===== src/rtl/keypad_pin_entry.sv =====
// 4x4 active-low keypad scanner with press/release debounce, key decode and an
// N-digit BCD entry buffer (digit shift-in, backspace, enter, overflow, clear).
module keypad_pin_entry #(
   parameter int N_DIGITS     = 4,
   parameter int SCAN_DIV     = 50000,
   parameter int DEBOUNCE_CYC = 200000
) (
   input  logic                          clk,
   input  logic                          rst,
   input  logic [3:0]                    column,
   output logic [3:0]                    row,
   input  logic                          clear,
   output logic [3:0]                    key_code,
   output logic                          key_strobe,
   output logic [4*N_DIGITS-1:0]         entry_digits,
   output logic [$clog2(N_DIGITS+1)-1:0] entry_count,
   output logic                          entry_valid,
   output logic                          overflow
);
   localparam int CNT_MAX = (SCAN_DIV > DEBOUNCE_CYC) ? SCAN_DIV : DEBOUNCE_CYC;
   localparam int CW      = $clog2(CNT_MAX + 1);
   localparam int NW      = $clog2(N_DIGITS + 1);
   localparam int DW      = 4 * N_DIGITS;
   localparam logic [CW-1:0] SCAN_LAST = CW'(SCAN_DIV - 1);
   localparam logic [CW-1:0] DEB_LAST  = CW'(DEBOUNCE_CYC - 1);
   localparam logic [NW-1:0] FULL      = NW'(N_DIGITS);

   typedef enum logic [1:0] {SCAN, DEBOUNCE, PRESSED} state_t;

   state_t        state;
   logic [3:0]    col_s1, col_s2;
   logic [1:0]    row_idx, col_idx;
   logic [CW-1:0] cnt;

   function automatic logic [1:0] low_col(input logic [3:0] c);
      if (!c[0])      return 2'd0;
      else if (!c[1]) return 2'd1;
      else if (!c[2]) return 2'd2;
      else            return 2'd3;
   endfunction

   // Column 3 is A-D, row 3 is *,0,#; the remaining 3x3 block is 1-9.
   function automatic logic [3:0] decode(input logic [1:0] r, input logic [1:0] c);
      if (c == 2'd3)      return 4'hA + {2'b00, r};
      else if (r == 2'd3) return (c == 2'd0) ? 4'hE : (c == 2'd1) ? 4'h0 : 4'hF;
      else                return ({2'b00, r} * 4'd3) + {2'b00, c} + 4'd1;
   endfunction

   always_ff @(posedge clk or negedge rst) begin
      if (!rst) begin
         col_s1     <= 4'hF;
         col_s2     <= 4'hF;
         state      <= SCAN;
         row_idx    <= 2'd0;
         row        <= 4'b1110;
         col_idx    <= 2'd0;
         cnt        <= '0;
         key_code   <= 4'h0;
         key_strobe <= 1'b0;
      end else begin
         col_s1     <= column;
         col_s2     <= col_s1;
         key_strobe <= 1'b0;
         unique case (state)
            SCAN: begin
               if (cnt == SCAN_LAST) begin
                  cnt <= '0;
                  if (col_s2 != 4'hF) begin
                     col_idx <= low_col(col_s2);
                     state   <= DEBOUNCE;
                  end else begin
                     row_idx <= row_idx + 2'd1;
                     row     <= {row[2:0], row[3]};
                  end
               end else begin
                  cnt <= cnt + 1'b1;
               end
            end
            DEBOUNCE: begin
               if (col_s2[col_idx]) begin
                  state   <= SCAN;
                  cnt     <= '0;
                  row_idx <= row_idx + 2'd1;
                  row     <= {row[2:0], row[3]};
               end else if (cnt == DEB_LAST) begin
                  state      <= PRESSED;
                  cnt        <= '0;
                  key_strobe <= 1'b1;
                  key_code   <= decode(row_idx, col_idx);
               end else begin
                  cnt <= cnt + 1'b1;
               end
            end
            PRESSED: begin
               // Release needs an unbroken run of all-high columns.
               if (col_s2 != 4'hF) begin
                  cnt <= '0;
               end else if (cnt == DEB_LAST) begin
                  state   <= SCAN;
                  cnt     <= '0;
                  row_idx <= row_idx + 2'd1;
                  row     <= {row[2:0], row[3]};
               end else begin
                  cnt <= cnt + 1'b1;
               end
            end
            default: state <= SCAN;
         endcase
      end
   end

   // Enter leaves the buffer visible for the entry_valid cycle, then empties it.
   always_ff @(posedge clk or negedge rst) begin
      if (!rst) begin
         entry_digits <= '0;
         entry_count  <= '0;
         entry_valid  <= 1'b0;
         overflow     <= 1'b0;
      end else begin
         entry_valid <= 1'b0;
         overflow    <= 1'b0;
         if (clear || entry_valid) begin
            entry_digits <= '0;
            entry_count  <= '0;
         end else if (key_strobe) begin
            if (key_code <= 4'h9) begin
               if (entry_count == FULL) begin
                  overflow <= 1'b1;
               end else begin
                  entry_digits <= (entry_digits << 4) | DW'(key_code);
                  entry_count  <= entry_count + 1'b1;
               end
            end else if (key_code == 4'hE) begin
               if (entry_count != '0) begin
                  entry_digits <= entry_digits >> 4;
                  entry_count  <= entry_count - 1'b1;
               end
            end else if (key_code == 4'hF) begin
               entry_valid <= 1'b1;
            end
         end
      end
   end
endmodule


===== config.mk =====
export PLATFORM = sky130hd
export DESIGN_NAME = keypad_pin_entry
export DESIGN_NICKNAME = d
export VERILOG_FILES = /design/src/rtl/keypad_pin_entry.sv
export SDC_FILE = /design/constraint.sdc
export NUM_CORES = 1
export LEC_CHECK = 0
export CAP_MARGIN = 20
export CORE_MARGIN = 2
export CORE_UTILIZATION = 50
export CTS_BUF_LIST = sky130_fd_sc_hd__clkbuf_8
export CTS_CLUSTER_DIAMETER = 200
export DETAILED_ROUTE_END_ITERATION = 8
export GPL_ROUTABILITY_DRIVEN = 0
export PLACE_DENSITY = 0.75
export RECOVER_POWER = 100
export SLEW_MARGIN = 25
export SYNTH_ARGS = -nofsm -noshare
export SYNTH_HDL_FRONTEND = slang
export SYNTH_SLANG_ARGS = --single-unit
export TNS_END_PERCENT = 20

===== constraint.sdc =====
create_clock -name clk -period 2.34 [get_ports clk]
set_input_delay 0.468 -clock clk [delete_from_list [all_inputs] [get_ports clk]]
set_output_delay 0.468 -clock clk [all_outputs]
set_load 0.005 [all_outputs]

# == Word-level counts from Yosys, hierarchy flattened ==
# Index checks and enable logic that the tools add are counted.
# Widths: inputs -> output; s select.
# totals
reg_bits,62
input_bits,7
# classes
n_addsub,7
multipliers,1
n_lt_le_gt_ge,2
n_eq_ne,19
muxes,57
bitwise,2
reduce_logical,13
# ops
operator,n
$mux 16,6
$mux 18,4
$pmux 18 s3,1
$mux 4,9
$mux 2,13
$add 18x1->18 const B,1
$eq 18x16->1 const B,1
$eq 18x18->1 const B,1
$mux 3,6
$or 16x4->16,1
$mux 1,14
$ne 2x2->1 const B,6
$pmux 2 s3,2
$pmux 4 s3,1
$reduce_bool 3->1,4
$eq 4x4->1 const B,2
$eq 2x2->1 const B,3
$ne 3x3->1 const B,2
$reduce_and 3->1,2
$reduce_and 6->1,1
$reduce_and 5->1,1
$add 4x1->4 const B,1
$add 4x2->4,1
$add 4x2->4 const A,1
15 further kinds,17

# == Depth between registers and ports, before layout ==
# logic_depth
depth_word,6
mapped_depth,8
depth_no_buf,7

# == Worst setup path before layout ==
# OpenSTA, ideal clock, no wires.
# synth_timing
kind,register -> register
from,register cnt[16]
to,register row[0]
setup_ns,0.125
arrival_time_ns,2.122
required_time_ns,2.215
path_slack_ns,0.093
stages_incl_launch_ff,7
n_path_buf,1
cell_sequence,dfrtp_1 or4_4 nor4_4 a31oi_1 or4_1 buf_6 mux2_4
# synth_between
elab_chain_len,3
# synth_lines
element,line,source
start: declaration,33,logic [CW-1:0] cnt;
start signal: assignment,76,cnt <= cnt + 1'b1;
start signal: assignment,91,cnt <= cnt + 1'b1;
start signal: assignment,104,cnt <= cnt + 1'b1;
$eq 18x18->1 or $eq 18x16->1 (tied branches),"98, 66",
$ne 2x2->1 (no source line),n/a,
$reduce_and 6->1 (no source line) (*),n/a,
end signal: assignment,73,"row <= {row[2:0], row[3]};"
end signal: assignment,84,"row <= {row[2:0], row[3]};"
end signal: assignment,102,"row <= {row[2:0], row[3]};"
end: declaration,11,"output logic [3:0] row,"
# Mark *: on every way between the ends. The rest lies on a longest branch, timed or not.
# A chain may end at the register's enable or synchronous reset.

# == Worst setup path in the final report ==
# layout_timing
from,register row_idx[0]
to,register key_code[2]
# layout_between
elab_chain_len,5
# layout_lines
element,line,source
start: declaration,32,"logic [1:0] row_idx, col_idx;"
start signal: assignment,72,row_idx <= row_idx + 2'd1;
start signal: assignment,83,row_idx <= row_idx + 2'd1;
start signal: assignment,101,row_idx <= row_idx + 2'd1;
$mul 2x2->4,46,"else return ({2'b00, r} * 4'd3) + {2'b00, c} + 4'd1;"
$add 4x2->4,46,
$add 4x1->4,46,
$mux 4,45,else if (r == 2'd3) return (c == 2'd0) ? 4'hE : (c == 2'd1) ? 4'h0 : 4'hF;
$mux 4 (*),44,"if (c == 2'd3) return 4'hA + {2'b00, r};"
end signal: assignment,89,"key_code <= decode(row_idx, col_idx);"
end: declaration,13,"output logic [3:0] key_code,"
# Marks and branches as above.

==> impl_results.md <==
- Status: completed
- DP HPWL: 4.87 mm
- Period utilization: 97.0%
- Antenna fix cells: 0
- Synth Instances: 333
- CTS Buffer Depth: 2
- # clock sinks: 62
- Register area: 0.00157 mm^2
- Area of the multi-input gates: 0.00158 mm^2
- Top cells by count, synth: 51 x dfrtp_1, 40 x nor2_1, 39 x nand2_1, 16 x a21oi_1, 16 x o21ai_0
- Final setup vio count: 0
- Clock-pin slew on the worst setup and hold paths: 70 ps
- Critical path required time: 2550 ps
- Final setup TNS: 0 ps
- Max VDD drop: 0.404 mV
- Multiplexer area fraction after synthesis: 4.25%
- TritonCTS clock tree: built
- Final hold vios: 0
- Synth Area in Compound Gates: 14.0%
- Port Buffer Count: 36
- GRT Overall Usage: 20.5%
- Worst Setup Start Kind: register
- Iteration-0 DRC Markers: 195
- Largest net degree at the start of global routing: 41
- CP peak stage delay: 550 ps
- Max Freq: 440 MHz
- DR WL/cell: 14.8 um
- Core ar.: 0.00635 mm^2
- First-pass GRT wire length: 11.9 mm
- Layout cells sized above 1: 14.6%
- Placed instance area: 0.00382 mm^2
- Synth Warn #: 0
- Most frequent cell after synthesis: dfrtp_1
- CP top delay family: adder cells
- Worst Tran Pin Value: 1150 ps
- Global route overflow: 0
- Simple-gate share of the synthesized area: 20.6%
- Ports: 37
- Post-synthesis adder-cell area fraction: 5.28%
- Leak Pwr: 1.79 nW
- Worst Skew: 14.2 ps
- Ys flop type: dfrtp_1
- CP Max Fanout: 5
- Crit path launch: row_idx[0]
- Final wirelength: 6.93 mm
- Post-synth EDFFs: 0
- Worst-skew pair later-pin latency: 330 ps
- Post-synthesis net count: 352
- Post-Syn Area: 0.00327 mm^2
- Vias post-DR: 2,677
- Initial core utilization: 51.5%
- Critical R2R Launch: row_idx[0]
- Die Wd: 84.8 um
- Xor/xnor share of the synthesized area: 4.29%
- Vias in the first global route: 2,477
- Register area share after synthesis: 47.9%
- CP max-delay cell: fa_1
- Die H: 84.8 um
- Max-cap viol count: 0
- # DRC: 0
- #FFs+latches synth: 62
- Crit path arrival time: 2480 ps
- Fin. max-slew vios: 0
- WS Path Type: register to register
- Largest family of logic cells by synthesized area: simple AND/OR/NAND/NOR gates
- Crit path capture type: register
- Antenna viol nets, final: 0
- Setup bufs post-CTS: 0
- Initial antenna violation count: 0
- Num CTS Buffers: 9
- Synth area leaders: dfrtp_1 39%, dfstp_2 8.8%, nor2_1 4.6%, nand2_1 4.5%, ha_1 3.4%
- Fin area: 0.00403 mm^2
- Root buf cell: clkbuf_8
- Post-synth cell types: 56
- Minimum clock period: 2270 ps
- Top cell by count, worst path: fa_1
- Die area: 0.00720 mm^2
- WP buf/inv: 0
- RSZ-0062 raised after global routing: false
- Largest area contributor in the netlist: dfrtp_1
- Crit path cell chain: fa_1, fa_1, xor2_1, a32oi_1, nand2_1, mux2_2
- Async SR Flop Fraction: 100%
- DR vias/cell: 5.72
- Post-cts gate resize count: 0
- H-tree depth: 3
- Drt first pass iters: 5
- Area growth, synth to finish: 23.4%
- Post-synth top area share: 39.1%
- Syn Area/Cell: 9.81 um^2
- Worst Hold Class: input port to async pin
- Slew headroom: 23.5%
- Fill cell count: 514
- Nets@finish: 405
- Hold Buf Count CTS: 0
- Row count: 29
- Pwr dens: 546 mW/mm^2
==> cell type report <==
| class | instances | area share [%] |
|---|---|---|
| multi-input cells | 242 | 39.1 |
| flip-flops and latches | 62 | 38.8 |
| repair buffers | 58 | 12.7 |
| clock buffers | 12 | 4.10 |
| well taps | 77 | 2.39 |
| clock inverters | 4 | 1.71 |
| inverters | 13 | 1.21 |
==> cell usage in the layout (no fill, tap or decap), types with 3 or more instances in the layout <==
| master | Yosys | routed |
|---|---|---|
| dfstp_2 | 11 | 9 |
| nand3_1 | 11 | 11 |
| ha_1 | 9 | 9 |
| buf_4 | 0 | 19 |
| nor3_1 | 6 | 6 |
| nor4_1 | 3 | 3 |
| a211oi_1 | 5 | 5 |
| a31oi_1 | 4 | 4 |
| mux2_1 | 0 | 5 |
| dlygate4sd3_1 | 0 | 33 |
| xor2_1 | 6 | 6 |
| fa_1 | 3 | 3 |
| nand4_1 | 9 | 9 |
| o41ai_1 | 3 | 3 |
| nand2b_1 | 8 | 8 |
| nor2_1 | 40 | 40 |
| a311oi_1 | 8 | 8 |
| o21ai_0 | 16 | 16 |
| inv_1 | 13 | 14 |
| mux2i_1 | 3 | 3 |
| dfrtp_1 | 51 | 51 |
| a21oi_1 | 16 | 15 |
| nand2_1 | 39 | 39 |
| clkbuf_8 | 0 | 12 |
| xnor2_1 | 10 | 10 |
==> state kept, by name, summed over array words and instances (netlist names) <==
name	flops
overflow	1
cnt	18
col_s1	4
key_strobe	1
entry_valid	1
row	4
row_idx	2
col_s2	4
key_code	4
col_idx	2
entry_count	3
state	2
entry_digits	16
==> metal layers <==
metal / part of all wire, % / track usage, %
met5: 0 / 0
met4: 1.8 / 5.92
met3: 4.1 / 5.64
met2: 48 / 32.6
met1: 47 / 27.9
==> report_power, final <==
group	total, W	switching (W)	internal [W]
logic	0.0000389	0.0000290	0.00000985
registers	0.00109	0.00000414	0.00108
clock network	0.00107	0.000391	0.000682
==> through the flow <==
| step | cells | setup WS [ps] | hold slack [ps] | power (W) | util, % |
|---|---|---|---|---|---|
| 3_5_place_dp | 452 | 25.2 | 347 | 0.00115 | 60.2 |
| 5_1_grt | 468 | 2.28 | 359 | 0.00228 | 63.5 |
| 3_3_place_gp | 452 | 52.6 | 346 | 0.00115 | 60.2 |
| 6_report | 468 | 69.2 | 341 | 0.00220 | 63.5 |
| 4_1_cts | 468 | 8.65 | 107 | 0.00223 | 63.9 |
| 2_1_floorplan | 333 | 93.3 | 172 | 0.00112 | - |
==> worst reg2reg max path, stage by stage (launching register included) <==
cell     delay (ps)
dfrtp_1         470
fa_1            550
fa_1            430
xor2_1          180
a32oi_1         160
nand2_1          90
mux2_2          270
==> cells by family (layout without fill, tap and decap cells) <==
family                     after synthesis  after routing
DFF                                     62             62
xor gates and xnor gates                16             16
muxes                                   10             10
AOI/OAI and AO/OA                       68             68
adders and majority gates               12             12
buffers and inverters                   29             87
and+or+nand+nor                        136            136
==> final timing paths <==
| check | end | slack [ps] | cells after the start |
|---|---|---|---|
| setup / recovery | key_code[2] | 70 | 6 |
| hold / removal | cnt[3] | 340 | 1 |
| setup reg to reg | key_code[2] | 70 | 6 |
| hold reg to reg | col_s2[0] | 350 | 0 |
| max in group asynchronous | entry_digits[13] | 440 | 2 |
| min in group clk | col_s2[0] | 350 | 0 |
Note: power is estimated with default switching activity, not from simulation.
